## config.mk

```make
export PLATFORM = sky130hd
export DESIGN_NAME = matrix_display_reader_flat
export DESIGN_NICKNAME = d
export VERILOG_FILES = /design/src/rtl/matrix_display_reader_if.sv /design/src/rtl/matrix_display_reader.sv /design/src/flat_wrapper.sv
export SDC_FILE = /design/constraint.sdc
export NUM_CORES = 1
export LEC_CHECK = 0
export ABC_AREA = 1
export BUFFER_PORTS_ARGS = -buffer_cell sky130_fd_sc_hd__clkbuf_2
export CAP_MARGIN = 20
export CORE_AREA = 2 2 175 177
export DETAILED_ROUTE_END_ITERATION = 6
export DIE_AREA = 0 0 177 179
export GPL_TIMING_DRIVEN = 0
export HOLD_SLACK_MARGIN = 0.08
export SLEW_MARGIN = 15
export SYNTH_ARGS = -nofsm -noshare
export SYNTH_HDL_FRONTEND = slang
export SYNTH_SLANG_ARGS = --single-unit
```

## constraint.sdc

```tcl
create_clock -name clk -period 4.5 [get_ports clk]
set_input_delay 0 -clock clk [delete_from_list [all_inputs] [get_ports clk]]
set_output_delay 0 -clock clk [all_outputs]
set_load 0.01 [all_outputs]
```

## src/rtl/matrix_display_reader_if.sv

```systemverilog
// Bus bundle between matrix_display_reader and its neighbours: storage read port,
// matrix printer handshake and UART TX byte path.
interface matrix_display_reader_if #(
   parameter int unsigned FLAT_W = 200
) ();
   // Storage read port
   logic              read_en;
   logic [2:0]        rd_row;
   logic [2:0]        rd_col;
   logic [1:0]        rd_mat_index;
   logic [FLAT_W-1:0] rd_data_flow;
   logic              rd_ready;
   logic              err_rd;

   // Matrix printer
   logic              prt_start;
   logic [FLAT_W-1:0] prt_flat;
   logic [2:0]        prt_m;
   logic [2:0]        prt_n;
   logic              prt_done;

   // UART TX
   logic              tx_start;
   logic [7:0]        tx_data;
   logic              tx_busy;

   modport master (
      output read_en, rd_row, rd_col, rd_mat_index,
      input  rd_data_flow, rd_ready, err_rd,
      output prt_start, prt_flat, prt_m, prt_n,
      input  prt_done,
      output tx_start, tx_data,
      input  tx_busy
   );

   modport slave (
      input  read_en, rd_row, rd_col, rd_mat_index,
      output rd_data_flow, rd_ready, err_rd,
      input  prt_start, prt_flat, prt_m, prt_n,
      output prt_done,
      input  tx_start, tx_data,
      output tx_busy
   );
endinterface

```

## src/rtl/matrix_display_reader.sv

```systemverilog
// Walks all storage slots of one requested dimension and hands each stored matrix to the printer.
// Define MATRIX_HEADER_EN to emit a "#k\r\n" index line on UART TX before each printed matrix.
module matrix_display_reader #(
   parameter int unsigned MAXNUM     = 2,
   parameter int unsigned FLAT_W     = 200,
   parameter int unsigned RD_TIMEOUT = 16
) (
   input  logic                      clk,
   input  logic                      rst_n,
   input  logic                      start_i,
   input  logic                      abort_i,
   input  logic [2:0]                req_m_i,
   input  logic [2:0]                req_n_i,
   matrix_display_reader_if.master   bus,
   output logic                      busy_o,
   output logic                      done_o,
   output logic                      none_found_o,
   output logic [3:0]                found_cnt_o
);

   localparam int unsigned TmoW = $clog2(RD_TIMEOUT + 1);

   typedef enum logic [2:0] {
      StIdle,
      StReq,
      StWaitRd,
      StHdr,
      StPrtStart,
      StPrtWait,
      StNext,
      StFinish
   } state_e;

   state_e            state_q, state_d;
   logic [3:0]        idx_q, idx_d;
   logic [3:0]        found_q, found_d;
   logic [2:0]        m_q, m_d;
   logic [2:0]        n_q, n_d;
   logic [FLAT_W-1:0] flat_q, flat_d;
   logic [TmoW-1:0]   tmo_q, tmo_d;
   logic              bad_dim_q, bad_dim_d;
   logic              dim_ok;
   logic              none_fin;

`ifdef MATRIX_HEADER_EN
   logic [2:0]        hb_q, hb_d;
   logic              guard_q, guard_d;
   logic [7:0]        hdr_byte;

   always_comb begin
      hdr_byte = 8'h00;
      unique case (hb_q[1:0])
         2'd0:    hdr_byte = 8'h23;
         2'd1:    hdr_byte = 8'h31 + 8'(idx_q);
         2'd2:    hdr_byte = 8'h0D;
         default: hdr_byte = 8'h0A;
      endcase
   end
`else
   logic              unused_tx_busy;
   assign unused_tx_busy = bus.tx_busy;
`endif

   assign dim_ok = (req_m_i >= 3'd1) && (req_m_i <= 3'd5) &&
                   (req_n_i >= 3'd1) && (req_n_i <= 3'd5);

   always_comb begin
      state_d       = state_q;
      idx_d         = idx_q;
      found_d       = found_q;
      m_d           = m_q;
      n_d           = n_q;
      flat_d        = flat_q;
      tmo_d         = tmo_q;
      bad_dim_d     = 1'b0;
      bus.read_en   = 1'b0;
      bus.prt_start = 1'b0;
      bus.tx_start  = 1'b0;
      bus.tx_data   = 8'h00;
      done_o        = 1'b0;
      none_fin      = 1'b0;
`ifdef MATRIX_HEADER_EN
      hb_d          = hb_q;
      guard_d       = guard_q;
`endif
      // Abort wins over every state action, so no strobe leaks out in the abort cycle.
      if ((state_q != StIdle) && abort_i) begin
         state_d = StIdle;
      end else begin
         unique case (state_q)
            StIdle: begin
               if (start_i) begin
                  if (dim_ok) begin
                     m_d     = req_m_i;
                     n_d     = req_n_i;
                     idx_d   = 4'd0;
                     found_d = 4'd0;
                     state_d = StReq;
                  end else begin
                     bad_dim_d = 1'b1;
                  end
               end
            end
            StReq: begin
               bus.read_en = 1'b1;
               tmo_d       = '0;
               state_d     = StWaitRd;
            end
            StWaitRd: begin
               if (bus.err_rd) begin
                  state_d = StNext;
               end else if (bus.rd_ready) begin
                  flat_d  = bus.rd_data_flow;
`ifdef MATRIX_HEADER_EN
                  hb_d    = 3'd0;
                  guard_d = 1'b0;
                  state_d = StHdr;
`else
                  state_d = StPrtStart;
`endif
               end else if (tmo_q == TmoW'(RD_TIMEOUT - 1)) begin
                  state_d = StNext;
               end else begin
                  tmo_d = tmo_q + 1'b1;
               end
            end
`ifdef MATRIX_HEADER_EN
            StHdr: begin
               // One guard cycle after each strobe so a stale tx_busy=0 is never trusted.
               if (guard_q) begin
                  guard_d = 1'b0;
                  if (hb_q == 3'd4) begin
                     state_d = StPrtStart;
                  end
               end else if (!bus.tx_busy) begin
                  bus.tx_start = 1'b1;
                  bus.tx_data  = hdr_byte;
                  hb_d         = hb_q + 3'd1;
                  guard_d      = 1'b1;
               end
            end
`endif
            StPrtStart: begin
               bus.prt_start = 1'b1;
               state_d       = StPrtWait;
            end
            StPrtWait: begin
               if (bus.prt_done) begin
                  found_d = found_q + 4'd1;
                  state_d = StNext;
               end
            end
            StNext: begin
               if (idx_q == 4'(MAXNUM - 1)) begin
                  state_d = StFinish;
               end else begin
                  idx_d   = idx_q + 4'd1;
                  state_d = StReq;
               end
            end
            StFinish: begin
               done_o   = (found_q != 4'd0);
               none_fin = (found_q == 4'd0);
               state_d  = StIdle;
            end
            default: state_d = StIdle;
         endcase
      end
   end

   always_ff @(posedge clk or negedge rst_n) begin
      if (!rst_n) begin
         state_q   <= StIdle;
         idx_q     <= 4'd0;
         found_q   <= 4'd0;
         m_q       <= 3'd0;
         n_q       <= 3'd0;
         flat_q    <= '0;
         tmo_q     <= '0;
         bad_dim_q <= 1'b0;
`ifdef MATRIX_HEADER_EN
         hb_q      <= 3'd0;
         guard_q   <= 1'b0;
`endif
      end else begin
         state_q   <= state_d;
         idx_q     <= idx_d;
         found_q   <= found_d;
         m_q       <= m_d;
         n_q       <= n_d;
         flat_q    <= flat_d;
         tmo_q     <= tmo_d;
         bad_dim_q <= bad_dim_d;
`ifdef MATRIX_HEADER_EN
         hb_q      <= hb_d;
         guard_q   <= guard_d;
`endif
      end
   end

   assign bus.rd_row       = m_q;
   assign bus.rd_col       = n_q;
   assign bus.rd_mat_index = idx_q[1:0];
   assign bus.prt_flat     = flat_q;
   assign bus.prt_m        = m_q;
   assign bus.prt_n        = n_q;
   assign busy_o           = (state_q != StIdle) && (state_q != StFinish);
   assign none_found_o     = none_fin | bad_dim_q;
   assign found_cnt_o      = found_q;

endmodule

```

## src/flat_wrapper.sv

```systemverilog
// flat-port wrapper written by rule: the top's interface ports become plain ports
module matrix_display_reader_flat 
#(
   parameter int unsigned MAXNUM     = 2,
   parameter int unsigned FLAT_W     = 200,
   parameter int unsigned RD_TIMEOUT = 16
)
  (clk, rst_n, start_i, abort_i, req_m_i, req_n_i, busy_o, done_o, none_found_o, found_cnt_o, bus_read_en, bus_rd_row, bus_rd_col, bus_rd_mat_index, bus_rd_data_flow, bus_rd_ready, bus_err_rd, bus_prt_start, bus_prt_flat, bus_prt_m, bus_prt_n, bus_prt_done, bus_tx_start, bus_tx_data, bus_tx_busy);
  matrix_display_reader_if #(.FLAT_W(FLAT_W)) bus_i ();
  input  logic clk;
  input  logic rst_n;
  input  logic start_i;
  input  logic abort_i;
  input  logic [2:0] req_m_i;
  input  logic [2:0] req_n_i;
  output logic busy_o;
  output logic done_o;
  output logic none_found_o;
  output logic [3:0] found_cnt_o;
  output wire logic [$bits(bus_i.read_en)-1:0] bus_read_en;
  output wire logic [$bits(bus_i.rd_row)-1:0] bus_rd_row;
  output wire logic [$bits(bus_i.rd_col)-1:0] bus_rd_col;
  output wire logic [$bits(bus_i.rd_mat_index)-1:0] bus_rd_mat_index;
  input wire logic [$bits(bus_i.rd_data_flow)-1:0] bus_rd_data_flow;
  input wire logic [$bits(bus_i.rd_ready)-1:0] bus_rd_ready;
  input wire logic [$bits(bus_i.err_rd)-1:0] bus_err_rd;
  output wire logic [$bits(bus_i.prt_start)-1:0] bus_prt_start;
  output wire logic [$bits(bus_i.prt_flat)-1:0] bus_prt_flat;
  output wire logic [$bits(bus_i.prt_m)-1:0] bus_prt_m;
  output wire logic [$bits(bus_i.prt_n)-1:0] bus_prt_n;
  input wire logic [$bits(bus_i.prt_done)-1:0] bus_prt_done;
  output wire logic [$bits(bus_i.tx_start)-1:0] bus_tx_start;
  output wire logic [$bits(bus_i.tx_data)-1:0] bus_tx_data;
  input wire logic [$bits(bus_i.tx_busy)-1:0] bus_tx_busy;
  assign bus_read_en = bus_i.read_en;
  assign bus_rd_row = bus_i.rd_row;
  assign bus_rd_col = bus_i.rd_col;
  assign bus_rd_mat_index = bus_i.rd_mat_index;
  assign bus_i.rd_data_flow = bus_rd_data_flow;
  assign bus_i.rd_ready = bus_rd_ready;
  assign bus_i.err_rd = bus_err_rd;
  assign bus_prt_start = bus_i.prt_start;
  assign bus_prt_flat = bus_i.prt_flat;
  assign bus_prt_m = bus_i.prt_m;
  assign bus_prt_n = bus_i.prt_n;
  assign bus_i.prt_done = bus_prt_done;
  assign bus_tx_start = bus_i.tx_start;
  assign bus_tx_data = bus_i.tx_data;
  assign bus_i.tx_busy = bus_tx_busy;
  matrix_display_reader #(.MAXNUM(MAXNUM), .FLAT_W(FLAT_W), .RD_TIMEOUT(RD_TIMEOUT)) u_core (.clk(clk), .rst_n(rst_n), .start_i(start_i), .abort_i(abort_i), .req_m_i(req_m_i), .req_n_i(req_n_i), .bus(bus_i), .busy_o(busy_o), .done_o(done_o), .none_found_o(none_found_o), .found_cnt_o(found_cnt_o));
endmodule
```

==> flow_summary_export.csv <==
group,metric,value,unit
sta,final-hold-violation-count,0,
route,dr.pass1.iters,4,
global_route,grt_max_degree,89,
clock_tree,worstSkewPairLatency,0.53,ns
global_route,grt-ovfl-total,0,
synth,synth_xor_area_frac,0.003447,
worst_setup_path,start_kind,"register",
synth,syn-cell-area,10160,sq um
route,wire_per_inst,14.60,um
clock_tree,cts_sinks,223,
final_layout,fin_cells,2168,
sta,setup_viol,0,
pwr,p_total,9288,uW
worst_setup_path,worst_ep_arrival_time,2.86,ns
worst_setup_path,worst_r2r_path_depth,7,
placement,dpl.hpwl,21.98,mm
final_layout,fillCellCount,2661,
clock_tree,cts_buffer_depth,3,
clock_tree,numCtsBuffers,26,
floorplan,core,30030,sq um
synth,synth_compound_area_frac,0.1624,
route,drc,0,
min_path,hold_start,"bus_rd_data_flow[26]",
sta,fin_crit_sh,0.5347,
synth,avgSynthCellArea,9.634,sq um
synth,synth_seq_cells,223,
final_layout,fin_util,0.5350,
run_status,outcome,"finished clean",
synth,synth_top_family_by_area,"compound AO/OA/AOI/OAI gates",
clock_tree,cts_max_level,1,
global_route,grt_use_total,0.1927,
final_layout,postLayoutCellArea,16070,sq um
synth,synth-simple-area-share,0.1262,
worst_setup_path,crit_required,4.95,ns
worst_setup_path,end_kind,"register",
route,drt_iter0_markers,455,
worst_setup_path,r2r-end,"u_core.state_q[2]",
global_route,grt_pass1_vias,9479,
sta,finalClockSkew,0.01285,ns
final_layout,layout_commonest_cell,"clkbuf_2",
synth,yosysUniqueCellTypes,29,
floorplan,pin_count,446,
pwr,p_leak,0.009056,uW
sta,fmax,0.4156,GHz
route,drtAntennaViolNets,0,
global_route,antenna_found_initial,1,
min_path,min_path_cells,4,
pwr,power_density,578.1,nW/um^2
min_path,hold_class,"in2reg",
route,vias_per_cell,4.306,
clock_tree,cts-root-buf,"clkbuf_16",
synth,synth_top_area_share,0.5491,
global_route,grt_pass1_wl,48.85,mm
pwr,vdd_drop_max,308.7,uV
placement,dpl_cell_area,12930,sq um
worst_setup_path,regToRegSetupSlack,2.09,ns
placement,gp_congestion,0.8211,
sta,rsz0062_at_grt,"no",
placement,placedCellCount,1896,
synth,synthMuxAreaShare,0,
sta,slew_viol_final,0,
sta,min_period,2.406,ns
synth,ys.warnings.count,0,
final_layout,area_growth,58.08,%
synth,synth_seq_area_share,0.5491,
clock_tree,clkTransAtPathRegs,0.06,ns
floorplan,row_count,64,
synth,synth_cells,1055,
clock_tree,cts_tree,"done",
worst_setup_path,cp_max_fo,7,
placement,io_buffers,435,
worst_setup_path,path_class,"reg2reg",
synth,ys_top_cells_by_area,"dfrtp_1 (55%), o21ai_2 (13%), nand2_1 (9.4%)",
min_path,hold_end,"u_core.bus.prt_flat[26]",
synth,synthAdderAreaFrac,0.007386,
final_layout,final_cell_mix,"clkbuf_2 (434), nand2_1 (254), inv_1 (228)",
flow_run,max_cap_viol_count,0,
final_layout,drive_above_1_share,0.3964,
floorplan,die_area,31680,sq um
worst_setup_path,r2r-start,"u_core.state_q[1]",
route,vias,9335,
floorplan,die_h,179,um
final_layout,final_nets,1971,
synth,yosys.area.top_type,"dfrtp_1",
floorplan,die-width,177,um
floorplan,initial_core_util,0.3385,
route,wirelength,31.65,mm
## worst max-delay path: stages, from the launching register on
cell,delay [ns]
dfrtp_1,0.48
inv_1,0.15
nand3_1,0.21
nor2_1,0.26
nand2_1,0.08
dlygate4sd3_1,0.57
nand2_1,0.07
dlygate4sd3_1,0.53
## timing repair
action,4_1_cts,5_1_grt
hold buffers,223,0
gates resized for setup,0,0
buffers inserted,0,0
hold endpoints to repair,442,0
## cell type report
class / instances / area (sq um) / area share
clock buffer: 40 / 784.5 / 0.04883
sequential: 223 / 5580 / 0.3473
clock inverter: 8 / 100.1 / 0.006230
buffer: 63 / 676.9 / 0.04213
inverter: 229 / 859.6 / 0.05350
timing repair buffer: 660 / 4491 / 0.2795
multi-input combinational: 548 / 3077 / 0.1915
antenna: 1 / 2.502 / 0.0001558
tap: 396 / 495.5 / 0.03084
## cells in the mapped netlist, drive strengths merged
cell and number:
dfrtp 223, nor4 2, buf 63, inv 229, nand3b 1, nor2 23
nand3 17, conb 1, or2 3, nand4 8, and3 1, nand2 255
xor2 3, nor3 2, ha 6, o21ai 209, nor3b 2, a31o 1
xnor2 1, a21oi 5
## power by group
part	switching [uW]	internal, uW
Sequential	553	2960
Clock	845	1310
Combinational	2000	1610
## flip-flops by register name, indices dropped and copies added, names as in the netlist
name / count
u_core.found_cnt_o: 4
u_core.bus.prt_flat: 200
u_core.bus.prt_n: 3
u_core.state_q: 3
u_core.bus.prt_m: 3
u_core.bad_dim_q: 1
u_core.idx_q: 4
u_core.tmo_q: 5
## worst max path at each step
stage / from / to / cells after the start
after detailed placement: u_core.state_q[0] / u_core.bus.prt_n[0] / 5
after global placement: rst_n / u_core.bus.prt_flat[18] / 1
after CTS: u_core.state_q[1] / u_core.state_q[2] / 7
after global routing: u_core.state_q[1] / u_core.state_q[2] / 7
final: u_core.state_q[1] / u_core.state_q[2] / 7
after floorplan: u_core.state_q[0] / u_core.bus.prt_flat[0] / 9
## kinds of logic (layout without fill, tap and decap cells)
family / count (synthesis) / in the layout
xor gates and xnor gates: 4 / 4
and+or+nand+nor: 314 / 314
DFF: 223 / 223
adders and majority gates: 6 / 6
AOI/OAI and AO/OA: 215 / 215
other: 1 / 10
buffers and inverters: 292 / 1000
## through the flow
stage / TNS, ns / hold WS, ns / setup WS [ns]
3_3_place_gp: -302.84 / 0.2184 / -1.387
3_5_place_dp: 0 / 0.03194 / 2.662
5_1_grt: 0 / 0.2346 / 1.959
2_1_floorplan: 0 / -0.2956 / 2.937
6_report: 0 / 0.2471 / 2.094
4_1_cts: 0 / 0.2098 / 2.123
## per-layer routing
metal  track usage  vias to the layer above  wire (um)
met5             0                        -          0
met4       0.05647                        0        765
met3       0.04941                       61       2529
met2        0.3387                      336      15700
met1        0.2321                     4353      12660
li1              -                     4585          -
Power figures use the tool's default switching activity.
